### src/rtl/ram_access_ctrl.sv
// Burst initiator for a single-port RAM with fixed read latency.
// Read data returns in order through a credit-limited response FIFO.
module ram_access_ctrl #(
  parameter int ADDR_WIDTH = 4,
  parameter int DATA_WIDTH = 32,
  parameter int LEN_WIDTH  = 4,
  parameter int RD_LATENCY = 1
) (
  input  logic                  clk,
  input  logic                  rst_n,
  input  logic                  cmd_valid,
  output logic                  cmd_ready,
  input  logic                  cmd_write,
  input  logic [ADDR_WIDTH-1:0] cmd_addr,
  input  logic [LEN_WIDTH-1:0]  cmd_len,
  input  logic                  wdata_valid,
  output logic                  wdata_ready,
  input  logic [DATA_WIDTH-1:0] wdata,
  output logic                  rsp_valid,
  input  logic                  rsp_ready,
  output logic [DATA_WIDTH-1:0] rsp_rdata,
  output logic [ADDR_WIDTH-1:0] mem_addr,
  output logic                  mem_wr_en,
  output logic                  mem_rd_en,
  output logic [DATA_WIDTH-1:0] mem_data_in,
  input  logic [DATA_WIDTH-1:0] mem_data_out,
  output logic                  busy,
  output logic                  done
);

  localparam int DEPTH = RD_LATENCY + 2;
  localparam int CW    = $clog2(DEPTH + 1);
  localparam int PW    = $clog2(DEPTH);
  localparam int BW    = LEN_WIDTH + 1;

  typedef enum logic [1:0] {
    IDLE  = 2'd0,
    WRITE = 2'd1,
    READ  = 2'd2
  } state_e;

  state_e                state_q, state_d;
  logic [ADDR_WIDTH-1:0] cur_q, cur_d;
  logic [BW-1:0]         rem_q, rem_d;
  logic [CW-1:0]         out_q, out_d;
  logic [CW-1:0]         cnt_q, cnt_d;
  logic [PW-1:0]         wr_ptr_q, wr_ptr_d;
  logic [PW-1:0]         rd_ptr_q, rd_ptr_d;
  logic [RD_LATENCY-1:0] pipe_q, pipe_d;
  logic                  done_q, done_d;
  logic [DATA_WIDTH-1:0] fifo_q [2**PW];

  logic wr_beat;
  logic rd_issue;
  logic push;
  logic pop;
  logic credit;

  assign credit   = ({1'b0, out_q} + {1'b0, cnt_q})
                    < (CW+1)'(DEPTH);
  assign wr_beat  = (state_q == WRITE) && wdata_valid;
  assign rd_issue = (state_q == READ) && (rem_q != '0)
                    && credit;
  assign push     = pipe_q[RD_LATENCY-1];
  assign rsp_valid = (cnt_q != '0);
  assign pop      = rsp_valid && rsp_ready;

  assign cmd_ready   = (state_q == IDLE);
  assign wdata_ready = (state_q == WRITE);
  assign busy        = (state_q != IDLE);
  assign done        = done_q;
  assign mem_wr_en   = wr_beat;
  assign mem_rd_en   = rd_issue;
  assign mem_addr    = (wr_beat || rd_issue) ? cur_q : '0;
  assign mem_data_in = wr_beat ? wdata : '0;
  assign rsp_rdata   = rsp_valid ? fifo_q[rd_ptr_q] : '0;

  // Burst sequencing: address/beat counters and state transitions
  always_comb begin
    state_d = state_q;
    cur_d   = cur_q;
    rem_d   = rem_q;
    unique case (state_q)
      IDLE: begin
        if (cmd_valid) begin
          cur_d   = cmd_addr;
          rem_d   = BW'(cmd_len) + BW'(1);
          state_d = cmd_write ? WRITE : READ;
        end
      end
      WRITE: begin
        if (wr_beat) begin
          cur_d = cur_q + 1'b1;
          rem_d = rem_q - 1'b1;
          if (rem_q == BW'(1)) state_d = IDLE;
        end
      end
      READ: begin
        if (rd_issue) begin
          cur_d = cur_q + 1'b1;
          rem_d = rem_q - 1'b1;
        end
        if (rem_q == '0 && out_q == '0 && cnt_q == '0)
          state_d = IDLE;
      end
      default: state_d = IDLE;
    endcase
  end

  // Read pipeline tracking, FIFO occupancy and done pulse
  always_comb begin
    pipe_d    = '0;
    pipe_d[0] = rd_issue;
    for (int i = 1; i < RD_LATENCY; i++)
      pipe_d[i] = pipe_q[i-1];
    out_d = out_q + CW'(rd_issue) - CW'(push);
    cnt_d = cnt_q + CW'(push) - CW'(pop);
    wr_ptr_d = wr_ptr_q;
    if (push)
      wr_ptr_d = (wr_ptr_q == PW'(DEPTH-1))
                 ? '0 : wr_ptr_q + 1'b1;
    rd_ptr_d = rd_ptr_q;
    if (pop)
      rd_ptr_d = (rd_ptr_q == PW'(DEPTH-1))
                 ? '0 : rd_ptr_q + 1'b1;
    done_d = (state_q != IDLE) && (state_d == IDLE);
  end

  // Control state registers
  always_ff @(posedge clk or negedge rst_n) begin
    if (!rst_n) begin
      state_q  <= IDLE;
      cur_q    <= '0;
      rem_q    <= '0;
      out_q    <= '0;
      cnt_q    <= '0;
      wr_ptr_q <= '0;
      rd_ptr_q <= '0;
      pipe_q   <= '0;
      done_q   <= 1'b0;
    end else begin
      state_q  <= state_d;
      cur_q    <= cur_d;
      rem_q    <= rem_d;
      out_q    <= out_d;
      cnt_q    <= cnt_d;
      wr_ptr_q <= wr_ptr_d;
      rd_ptr_q <= rd_ptr_d;
      pipe_q   <= pipe_d;
      done_q   <= done_d;
    end
  end

  // Response FIFO storage captures RAM data at its latency slot
  always_ff @(posedge clk or negedge rst_n) begin
    if (!rst_n) begin
      for (int i = 0; i < 2**PW; i++)
        fifo_q[i] <= '0;
    end else if (push) begin
      fifo_q[wr_ptr_q] <= mem_data_out;
    end
  end

endmodule

### config.mk
export PLATFORM = sky130hd
export DESIGN_NAME = ram_access_ctrl
export DESIGN_NICKNAME = d
export VERILOG_FILES = /design/src/rtl/ram_access_ctrl.sv
export SDC_FILE = /design/constraint.sdc
export NUM_CORES = 1
export LEC_CHECK = 0
export CORE_ASPECT_RATIO = 1.1
export CORE_UTILIZATION = 40
export DETAILED_ROUTE_END_ITERATION = 8
export HOLD_SLACK_MARGIN = 0.1
export PLACE_DENSITY = 0.67
export SYNTH_ARGS = -nofsm -noshare
export SYNTH_HDL_FRONTEND = slang
export SYNTH_SLANG_ARGS = --single-unit
### constraint.sdc
create_clock -name clk -period 2.45 [get_ports clk]
set_clock_uncertainty 0.05 [all_clocks]
set_input_delay 0.3675 -clock clk [delete_from_list [all_inputs] [get_ports clk]]
set_output_delay 0.3675 -clock clk [all_outputs]
set_load 0.03 [all_outputs]
==> results.json <==
{
  "drc": 0,
  "critPathMaxStageDelay_ps": 440,
  "htree_levels": 4,
  "grt_max_degree": 67,
  "cts_sinks": 149,
  "area_delta_synth_final_pct": 31.5,
  "relSlewSlack": 0.567,
  "hold_path.class": "primary input to async pin",
  "switching_share": 0.376,
  "combPwrFrac": 0.503,
  "drive_gt1_frac": 0.437,
  "yosys.area.top_type": "dfrtp_1",
  "synth_adder_area_share": 0.0264,
  "synth_mux_area_frac": 0.310,
  "power_density_nw_per_um2": 1410,
  "slew_violations": 0,
  "gp_congestion": 0.771,
  "io_buffers": 152,
  "required_ps": 2030,
  "cts_buffers": 17,
  "nNetsFinal": 778,
  "cts_tree": "built",
  "n_antenna_cell": 0,
  "wire_per_inst_um": 19.0,
  "slowest_stage": "fa_1",
  "cellInternalPower_w": 0.00857,
  "synth-xor-area-share": 0.00710,
  "die-area_um2": 19100,
  "sequentialPowerShare": 0.323,
  "rsz0062_at_grt": "yes",
  "async_flop_share": 1.00,
  "synth_edf_count": 0,
  "grt_pass1_vias": 5482,
  "syn_nets": 615,
  "start_util": 0.413,
  "p_sw_w": 0.00517,
  "die_x_um": 132,
  "cap_violations": 0,
  "reg2reg_from": "out_q[0]",
  "p_clk_frac": 0.174,
  "fmax_mhz": 392,
  "ff2ff_path_depth": 7,
  "yosysSeqAreaShare": 0.504,
  "core-area_um2": 17900,
  "route.vias.total": 4947,
  "pin_count": 153,
  "ys.flop_type": "dfrtp_1",
  "status": "finished with violations",
  "synth.top_cells.by_count": "dfrtp_1, mux2_2, and2_1, and3_1, mux4_2",
  "yosysMostFrequentCell": "dfrtp_1",
  "power.leakage_nw": 4.40,
  "design_area_um2": 9740,
  "vdd_drop_max_v": 0.000687,
  "dp_hpwl_mm": 11.6,
  "overflow": 0,
  "path_cells": "ha_2 -> fa_1 -> a21o_1 -> nor2_4 -> a21oi_4 -> nor2b_1 -> buf_4",
  "synth_cells": 522,
  "critPathCaptureType": "primary output",
  "final-hold-violation-count": 0,
  "row_count": 51,
  "cts.path.max_buffers": 2,
  "die_h_um": 145,
  "clock_latency_ps": 420,
  "synthSimpleGateAreaFrac": 0.0912,
  "yosysUniqueCellTypes": 48,
  "synth_compound_area_frac": 0.0331,
  "track_usage": 0.197,
  "yosys-top-cells-area": "dfrtp_1, mux2_2, mux4_2",
  "num-fill-cells": 1497,
  "yosysTopAreaCellShare": 0.504,
  "power.total_w": 0.0137,
  "worstReg2RegEnd": "cur_q[3]",
  "grt_pass1_wl_mm": 28.8,
  "yosys_warnings": 0,
  "setup_violations": 5,
  "root_buffer": "clkbuf_16",
  "fin_crit_ps": 2550,
  "antenna_found_initial": 0,
  "routed_wirelength_mm": 17.8,
  "path_class": "flip-flop to primary output",
  "postPlaceCellArea_um2": 9180,
  "crit_fanout": 4,
  "rrSetupSlack_ps": 100,
  "tightest_slew_ps": 649,
  "drtAntennaViolNets": 0,
  "cp-start-kind": "flip-flop",
  "synth-seq-cells": 149,
  "timing.final.crit_share": 1.04,
  "path_clk_slew_ps": 60,
  "routed_via_density": 5.29,
  "synth_area_um2": 7400,
  "cp.arrival_ps": 2140,
  "violations": "setup timing",
  "drt-pass1-iter-count": 6,
  "syn_area_per_cell_um2": 14.2,
  "drt_iter0_drc": 191,
  "timing.final.ws_setup_ps": -104,
  "synth_top_family_by_area": "multiplexers"
}
-- worst max path at each step --
stage          depth (start not counted)  slack (ps)      endpoint   startpoint
2_1_floorplan                          5         130   mem_addr[0]   state_q[1]
3_3_place_gp                           4         130  rsp_rdata[1]  rd_ptr_q[0]
3_5_place_dp                           7          70   mem_addr[3]     cnt_q[0]
4_1_cts                                7        -170   mem_addr[3]     out_q[0]
5_1_grt                                7        -200   mem_addr[3]     out_q[0]
6_report                               7        -100   mem_addr[3]     out_q[0]
-- sequential cells by signal (all words and copies together) (netlist names) --
register and flops:
wr_ptr_q 2, cnt_q 2, fifo_q 128, state_q 2, pipe_q 1, cur_q 4, done 1, out_q 2
rd_ptr_q 2, rem_q 5
-- logic make-up after synthesis --
group           after synthesis
mux                         162
flops                       149
simple gates                109
buf+inv                      45
compound gates               36
fa+ha+maj                    15
xor+xnor                      6
-- through the flow --
step | setup WS, ps | hold WS [ps] | utilization | instances | TNS, ps
2_1_floorplan | 127 | 21.9 | - | 522 | 0
3_3_place_gp | 130 | 349 | 0.512 | 897 | 0
3_5_place_dp | 70.0 | 368 | 0.512 | 897 | 0
4_1_cts | -167 | 451 | 0.544 | 935 | -1180
5_1_grt | -200 | 464 | 0.543 | 936 | -869
6_report | -104 | 449 | 0.543 | 936 | -461
-- placed cells by master (no fill, tap or decap), types with 5 or more instances in the layout --
master,count
mux2_2,98
and3_1,33
buf_4,51
nand2_1,6
clkdlybuf4s50_1,77
inv_1,12
xnor2_1,5
o21ai_0,7
and2_1,32
a21oi_1,8
nand3_1,6
dfrtp_1,147
buf_12,8
ha_1,12
mux2_4,30
buf_2,23
nor2b_1,6
clkbuf_16,18
nor2_1,5
clkbuf_2,5
mux4_2,32
-- power groups by stage --
stage / sequential, W / combinational, W / clock [W]
6_report: 0.00444 / 0.00692 / 0.00239
3_3_place_gp: 0.00437 / 0.00694 / 0
4_1_cts: 0.00444 / 0.00698 / 0.00245
3_5_place_dp: 0.00449 / 0.00711 / 0
2_1_floorplan: 0.00423 / 0.00493 / 0
5_1_grt: 0.00459 / 0.00742 / 0.00255
-- layer usage --
metal / vias up / wire length, um / track usage
li1: 2239 / - / -
met1: 2591 / 7790 / 0.243
met2: 98 / 9250 / 0.348
met3: 19 / 592 / 0.0449
met4: 0 / 174 / 0.0539
met5: - / 0 / 0
-- area by class of cell --
class	count	area (um2)	share of cell area
clock buffer	19	443	0.0455
inverter	13	48.8	0.00501
multi-input combinational	328	3510	0.360
tap	238	298	0.0306
sequential	149	3730	0.383
clock inverter	13	100	0.0103
timing repair buffer	176	1610	0.165
-- worst max-delay path, delay by kind of cell (launching register included) --
family / cells / cell delay (ps)
buffers and inverters: 1 / 170
and+or+nand+nor: 2 / 250
AOI/OAI and AO/OA: 2 / 290
adders and majority gates: 2 / 630
DFF: 1 / 380
-- timing repair --
| item | CTS | global route |
|---|---|---|
| hold buffers | 1 | 0 |
| gates cloned | 1 | 1 |
| pin swaps | 2 | 0 |
| hold endpoints to repair | 63 | 0 |
| setup endpoints to repair | 37 | 49 |
| setup buffers | 4 | 0 |
| resized for setup | 121 | 36 |
(Power assumes the default switching activity.)
